**src/rtl/grf_wb_arbiter.sv**
```systemverilog
// rtl/grf_wb_arbiter.sv - arbiter sharing the GRF write port between the W stage (P) and the multi-cycle unit (M)
// Optional feature macro: GRF_WB_TRACE_EN (prints one line per committed non-$0 write)
module grf_wb_arbiter #(
  parameter int DW         = 32,
  parameter int AW         = 5,
  parameter int STARVE_MAX = 4
) (
  input  logic          clk,
  input  logic          reset_n,
  // pipeline W stage writeback
  input  logic          p_valid,
  output logic          p_ready,
  input  logic [AW-1:0] p_addr,
  input  logic [DW-1:0] p_data,
  input  logic [31:0]   p_pc,
  // multi-cycle unit writeback (MDU / late load)
  input  logic          m_valid,
  output logic          m_ready,
  input  logic [AW-1:0] m_addr,
  input  logic [DW-1:0] m_data,
  input  logic [31:0]   m_pc,
  // registered GRF write port
  output logic          grf_we,
  output logic [AW-1:0] grf_a3,
  output logic [DW-1:0] grf_wd3,
  output logic [31:0]   grf_pc,
  // debug: consecutive cycles M has been denied
  output logic [2:0]    starve_cnt
);

  // The denial counter is only 3 bits wide, so the limit must fit in it.
  generate
    if (STARVE_MAX < 1 || STARVE_MAX > 7) begin : g_bad_starve_max
      $error("grf_wb_arbiter: STARVE_MAX must be in 1..7");
    end
  endgenerate

  localparam logic [2:0] SMAX = 3'(STARVE_MAX);

  logic          force_m;
  logic          grant_p;
  logic          grant_m;
  logic          xfer;
  logic [AW-1:0] sel_addr;
  logic [DW-1:0] sel_data;
  logic [31:0]   sel_pc;

  // Grant: P has fixed priority unless M has already lost STARVE_MAX cycles in a row.
  always_comb begin
    force_m = m_valid && (starve_cnt == SMAX);
    grant_p = 1'b0;
    grant_m = 1'b0;
    if (reset_n) begin
      if (force_m) begin
        grant_m = 1'b1;
      end else if (p_valid) begin
        grant_p = 1'b1;
      end else if (m_valid) begin
        grant_m = 1'b1;
      end
    end
    xfer = grant_p || grant_m;
  end

  assign p_ready = grant_p;
  assign m_ready = grant_m;

  // Select the winning port's payload for the output register.
  always_comb begin
    sel_addr = p_addr;
    sel_data = p_data;
    sel_pc   = p_pc;
    if (grant_m) begin
      sel_addr = m_addr;
      sel_data = m_data;
      sel_pc   = m_pc;
    end
  end

  // Output register: one write per cycle, $0 writes are consumed but never enabled.
  always_ff @(posedge clk) begin
    if (!reset_n) begin
      grf_we  <= 1'b0;
      grf_a3  <= '0;
      grf_wd3 <= '0;
      grf_pc  <= '0;
    end else if (xfer) begin
      grf_we  <= (sel_addr != '0);
      grf_a3  <= sel_addr;
      grf_wd3 <= sel_data;
      grf_pc  <= sel_pc;
    end else begin
      grf_we  <= 1'b0;
    end
  end

  // Denial counter: grows while M waits unserved, clears on M transfer or M idle.
  always_ff @(posedge clk) begin
    if (!reset_n) begin
      starve_cnt <= 3'd0;
    end else if (m_valid && !grant_m) begin
      if (starve_cnt != SMAX) begin
        starve_cnt <= starve_cnt + 3'd1;
      end
    end else begin
      starve_cnt <= 3'd0;
    end
  end

`ifdef GRF_WB_TRACE_EN
  // Trace each write that will be committed to the GRF at this edge.
  always_ff @(posedge clk) begin
    if (reset_n && xfer && (sel_addr != '0)) begin
      $display("@%h: $%d <= %h", sel_pc, sel_addr, sel_data);
    end
  end
`else
`endif

  // Both ports can never be granted in the same cycle.
  assert property (@(posedge clk) disable iff (!reset_n) !(p_ready && m_ready))
    else $error("grf_wb_arbiter: double grant");

  // The denial counter never runs past its limit.
  assert property (@(posedge clk) disable iff (!reset_n) starve_cnt <= SMAX)
    else $error("grf_wb_arbiter: starve_cnt overflow");

endmodule

```
**config.mk**
```make
export PLATFORM = sky130hd
export DESIGN_NAME = grf_wb_arbiter
export DESIGN_NICKNAME = d
export VERILOG_FILES = /design/src/rtl/grf_wb_arbiter.sv
export SDC_FILE = /design/constraint.sdc
export NUM_CORES = 1
export LEC_CHECK = 0
export CAP_MARGIN = 20
export CORE_UTILIZATION = 36
export DETAILED_ROUTE_END_ITERATION = 10
export HOLD_SLACK_MARGIN = 0.02
export MAX_ROUTING_LAYER = met4
export PLACE_DENSITY = 0.82
export SETUP_SLACK_MARGIN = 0.05
export SKIP_CTS_REPAIR_TIMING = 1
export SYNTH_ARGS = -nofsm -noshare
export SYNTH_HDL_FRONTEND = slang
export SYNTH_SLANG_ARGS = --single-unit
```
**constraint.sdc**
```tcl
create_clock -name clk -period 1.76 [get_ports clk]
set_input_delay 0.264 -clock clk [delete_from_list [all_inputs] [get_ports clk]]
set_output_delay 0.264 -clock clk [all_outputs]
set_load 0.01 [all_outputs]
```
* Word level (Yosys, flattened, before mapping)
Cells that the tools add are included.
Cells by class: reduce and logical (&&, ||, !) cells 7, equal/unequal tests 2, muxes and demuxes 10, add/sub/neg operators 1
Operator list (number):
- 2-to-1 mux 32 bit | 2
- 2-to-1 mux 1 bit | 7
- 2-to-1 mux 5 bit | 1
- nonzero test 5 bit | 1
- AND reduction 2 bit | 2
- adder 3 x 1 -> 3 bit (second input constant) | 1
- == test 3 bit (second input constant) | 1
- != test 3 bit (second input constant) | 1
- logical AND 1 bit | 2
- zero test 1 bit | 1
- logical OR 1 bit | 1
Word-level totals: input port bits 142, output and inout bits 75, logic and storage cells 25, flip-flop bits (word level) 73

* Depth between registers and ports, before layout
Gate-level depths: netlist (run 1).
depth after elaboration 7, mapped depth 7, mapped depth without buffers 5

* Worst setup path before layout (run 1)
No wires, ideal clock.
path kind register -> register, start point register starve_cnt[0], end point register grf_wd3[2], setup time 0.119 ns, arrival time 1.405 ns, path slack 0.236 ns, stages on the path, launching flop included 8, required time 1.641 ns, cell sequence dfxtp_1 -> inv_1 -> ha_1 -> nand3_1 -> nand3_1 -> buf_4 -> buf_4 -> o221a_2
Between the ends: longest elaborated chain between the ends 5, elaborated cells between the ends (all ways) 8, classes of those cells 1 x eq/ne; 5 x mux; 2 x reduce/logical
RTL lines:
- start, declared | RTL line 28 | output logic [2:0] starve_cnt
- start signal, assigned | RTL line 103 | starve_cnt <= starve_cnt + 3'd1;
- == test 3 bit * | RTL line 50 | force_m = m_valid && (starve_cnt == SMAX);
- logical AND 1 bit * | RTL line 50
- 2-to-1 mux 1 bit | RTL line 54 | if (force_m) begin
- 2-to-1 mux 1 bit | RTL line 53 | if (reset_n) begin
- 2-to-1 mux 32 bit / logical OR 1 bit (equally long branches) | RTL line 73, 62
- end signal, assigned | RTL line 90 | grf_wd3 <= sel_data;
- end, declared | RTL line 25 | output logic [DW-1:0] grf_wd3,
Every way passes the cells marked *; elsewhere a longest branch is shown, timed or not. A chain may end at the register's enable or synchronous reset.

* Worst setup path in the final report (run 1)
start point register starve_cnt[1], end point output port m_ready
Between the ends: longest elaborated chain between the ends 4
RTL lines:
- == test 3 bit | RTL line 50
- logical AND 1 bit | RTL line 50
- 2-to-1 mux 1 bit | RTL line 54
- 2-to-1 mux 1 bit | RTL line 53
- end, declared | RTL line 18 | output logic m_ready,
No other way between the ends.

==> results_dict.tcl, run 1 <==
set metrics [dict create \
    clock_sink_count 73 \
    maximum_number_of_pins_on_one_net_before_global_route_repair 61 \
    cts_htree_levels 3 \
    ys_ff_latch 73 \
    drt_first_pass_iters 5 \
    static-leakage-power_uw 0.00213 \
    antenna_cells 0 \
    die_h_um 95.8 \
    busiest_layer "met2" \
    netlist_area_um2 3170 \
    grtUsageMet3_pct 4.98 \
    synth.area.top_cells "sky130_fd_sc_hd__dfxtp_1 (46%), sky130_fd_sc_hd__o221a_2 (23%), sky130_fd_sc_hd__o21a_1 (15%)" \
    wl_per_cell_um 18.1 \
    cp.required_ns 1.50 \
    clk-insertion-delay-late_ns 0.34 \
    critical_path.startpoint_type "flop" \
    max_slew.worst_pin.slew_ns 0.657 \
    routed-via-count 3241 \
    layout_common_cells "sky130_fd_sc_hd__clkdlybuf4s50_1 (213), sky130_fd_sc_hd__dfxtp_1 (71), sky130_fd_sc_hd__o21a_1 (64), sky130_fd_sc_hd__o221a_2 (64), sky130_fd_sc_hd__buf_4 (11)" \
    final_slew_violations 0 \
    grtUsageMet2_pct 42.0 \
    grt_antenna_before_repair 0 \
    max_clock_freq_mhz 607 \
    count_of_port_buffers_added_during_placement 216 \
    synth.net_count 422 \
    synth_largest_type_area_fraction_pct 46.1 \
    switching_share_pct 25.5 \
    layout-area-overhead-vs-synth_pct 78.5 \
    globalplace.congestion 0.847 \
    final.setup.tns_ns 0 \
    power_frac_seq_pct 43.3 \
    first_global_vias 3344 \
    outcome "finished, final reports clean" \
    power_per_cell_area_nw_per_um2 760 \
    skew_ns 0.0117 \
    clk_pin_slew_worst_setup_hold_paths_ns 0.07 \
    power.combinational.fraction_pct 25.3 \
    post-route-drc-count 0 \
    tritoncts.num_buffers 9 \
    final_layout_size_suffix_gt1_share_pct 21.7 \
    drt-vias-per-instance 5.38 \
    yosysSeqAreaShare_pct 46.1 \
    root_buffer "sky130_fd_sc_hd__clkbuf_8" \
    die_width_um 95.8 \
    internal_power_uw 3210 \
    most_common_cell_after_layout_fill_and_taps_aside "sky130_fd_sc_hd__clkdlybuf4s50_1" \
    post-dp-hpwl_um 7870 \
    overflow 0 \
    detail-route-antenna-nets 0 \
    synthFlopType "sky130_fd_sc_hd__dfxtp_1" \
    layout.cell_area.non_filler_um2 5660 \
    synthDistinctLibCells 25 \
    wirelength_um 10900 \
    hold_slack_ns 0.373 \
    cell_type_with_the_highest_aggregate_area_in_the_netlist "sky130_fd_sc_hd__dfxtp_1" \
    async_set_reset_flop_share_out_of_synthesis_pct 0 \
    final_cell_count_no_fill 602 \
    yosysWarnings 0 \
    dp_cells 586 \
    layout.nets 636 \
    row_count 33 \
    final_min_period_over_clock_period_pct 93.6 \
    final.min_clock_period_ns 1.65 \
    switchingPower_uw 1100 \
    maxCapViolations 0 \
    count_of_pins_on_the_block_boundary 217 \
    slew_headroom_pct 56.2 \
    critical_path.endpoint_type "primary output" \
    clk_path_buf_depth 2 \
    min-delay-path-class "in -> reg" \
    worst-path-max-fanout 3 \
    grtUsageTotal_pct 23.6 \
    postSynthCellCount 278 \
    floorplan.core_area_um2 8380 \
    report.final.hold_viol_count 0 \
    syn_area_per_cell_um2 11.4 \
    grt_pass1_wl_um 16200 \
    floorplan.initialDensity_pct 37.8 \
    fin_util_pct 67.5 \
    detailed_place.area_um2 5440 \
    crit_arrival_ns 1.38 \
    number_of_enable_type_register_cells_in_the_synthesized_netlist 0 \
    unrepaired_setup_endpoints_after_global_routing "no" \
    vdd_ir_drop_max_uv 465 \
    full_die_area_um2 9180 \
    met1_usage_pct 26.1 \
    report.final.setup_viol 0 \
    critical_path_class "reg -> out" \
    clock_tree_from_tritoncts "yes" \
    initialDrtViolationCount 142 \
    clkPwrFrac_pct 31.4 \
]
==> cell type report <==
class	instances	area, um2
Fill cell	674	2720
Tap cell	105	131
Clock buffer	10	138
Inverter	4	15.0
Multi-Input combinational cell	171	1480
Sequential cell	73	1460
Timing Repair Buffer	233	2360
Clock inverter	6	66.3
==> cell families (layout without fill, tap and decap cells) <==
| kind of cell | count (synthesis) | in the layout | synth area share (%) |
|---|---|---|---|
| mux | 1 | 1 | 0.316 |
| flops | 73 | 73 | 46.1 |
| buf+inv | 34 | 253 | 7.46 |
| compound gates | 141 | 141 | 40.8 |
| fa+ha+maj | 2 | 2 | 0.789 |
| simple gates | 27 | 27 | 4.54 |
==> path summary, 6_finish.rpt <==
| kind | startpoint | end | slack [ns] | cells after the start |
|---|---|---|---|---|
| setup / recovery | starve_cnt[1]$_SDFFE_PN0P_ | m_ready | 0.11 | 6 |
| hold reg to reg | starve_cnt[0]$_SDFFE_PN0P_ | starve_cnt[0]$_SDFFE_PN0P_ | 0.53 | 2 |
| hold / removal | reset_n | starve_cnt[0]$_SDFFE_PN0P_ | 0.37 | 3 |
| setup reg to reg | starve_cnt[1]$_SDFFE_PN0P_ | grf_we$_SDFF_PN0_ | 0.14 | 7 |
==> state kept, by name (all words and copies together), names as in the netlist <==
register    flops
grf_a3          5
grf_pc         32
starve_cnt      3
grf_we          1
grf_wd3        32
==> Yosys cell counts (2+ instances only) <==
library cell               number
sky130_fd_sc_hd__buf_4         12
sky130_fd_sc_hd__nor4_1         6
sky130_fd_sc_hd__buf_2          3
sky130_fd_sc_hd__or4_1          2
sky130_fd_sc_hd__nor2_1         9
sky130_fd_sc_hd__clkbuf_1       7
sky130_fd_sc_hd__o21a_1        64
sky130_fd_sc_hd__inv_1          2
sky130_fd_sc_hd__o221a_2       64
sky130_fd_sc_hd__nand3_1        3
sky130_fd_sc_hd__buf_6          8
sky130_fd_sc_hd__inv_2          2
sky130_fd_sc_hd__ha_1           2
sky130_fd_sc_hd__a211oi_1       6
sky130_fd_sc_hd__o21ai_1        5
sky130_fd_sc_hd__dfxtp_1       73
sky130_fd_sc_hd__nand2_1        2
==> critical path, cell delays in order, from the launching register on <==
cell	delay (ns)
sky130_fd_sc_hd__dfxtp_2	0.35
sky130_fd_sc_hd__inv_1	0.05
sky130_fd_sc_hd__ha_2	0.18
sky130_fd_sc_hd__a21bo_2	0.22
sky130_fd_sc_hd__nand2_4	0.07
sky130_fd_sc_hd__inv_2	0.03
sky130_fd_sc_hd__dlymetal6s2s_1	0.16
==> metal layers <==
layer	vias to the layer above	wire, um
met2	146	5520
met1	1532	4390
li1	1540	-
met4	0	255
met3	23	736
met5	-	0
==> power by group through the flow <==
stage / logic [uW] / clock network [uW] / registers [uW]
after floorplan: 345 / 0 / 1960
after global placement: 1070 / 0 / 1890
after detailed placement: 1090 / 0 / 1900
after CTS: 1100 / 1380 / 1860
after global routing: 1160 / 1460 / 1880
final: 1090 / 1350 / 1860
==> through the flow <==
step / power, uW / setup slack [ns]
3_3_place_gp: 2960 / -0.0732
3_5_place_dp: 2990 / -0.106
4_1_cts: 4340 / -0.305
6_report: 4300 / 0.113
2_1_floorplan: 2300 / 0.236
5_1_grt: 4490 / 0.0487
Note: power is estimated with default switching activity, not from simulation.
==> run 2: changes to the inputs <==
--- a/config.mk
+++ b/config.mk
@@ -7,6 +7,7 @@
 export LEC_CHECK = 0
 export CAP_MARGIN = 20
 export CORE_UTILIZATION = 36
+export CTS_CLUSTER_SIZE = 10
 export DETAILED_ROUTE_END_ITERATION = 10
 export HOLD_SLACK_MARGIN = 0.02
 export MAX_ROUTING_LAYER = met4
==> results of run 2 <==
Final layout, timing and power as in run 1 (identical DEF).
==> run 3: changes to the inputs <==
--- a/config.mk
+++ b/config.mk
@@ -5,6 +5,7 @@
 export SDC_FILE = /design/constraint.sdc
 export NUM_CORES = 1
 export LEC_CHECK = 0
+export ABC_CLOCK_PERIOD_IN_PS = 1760
 export CAP_MARGIN = 20
 export CORE_UTILIZATION = 36
 export CTS_CLUSTER_SIZE = 10
==> results of run 3 <==
Final layout, timing and power as in run 1 (identical DEF).
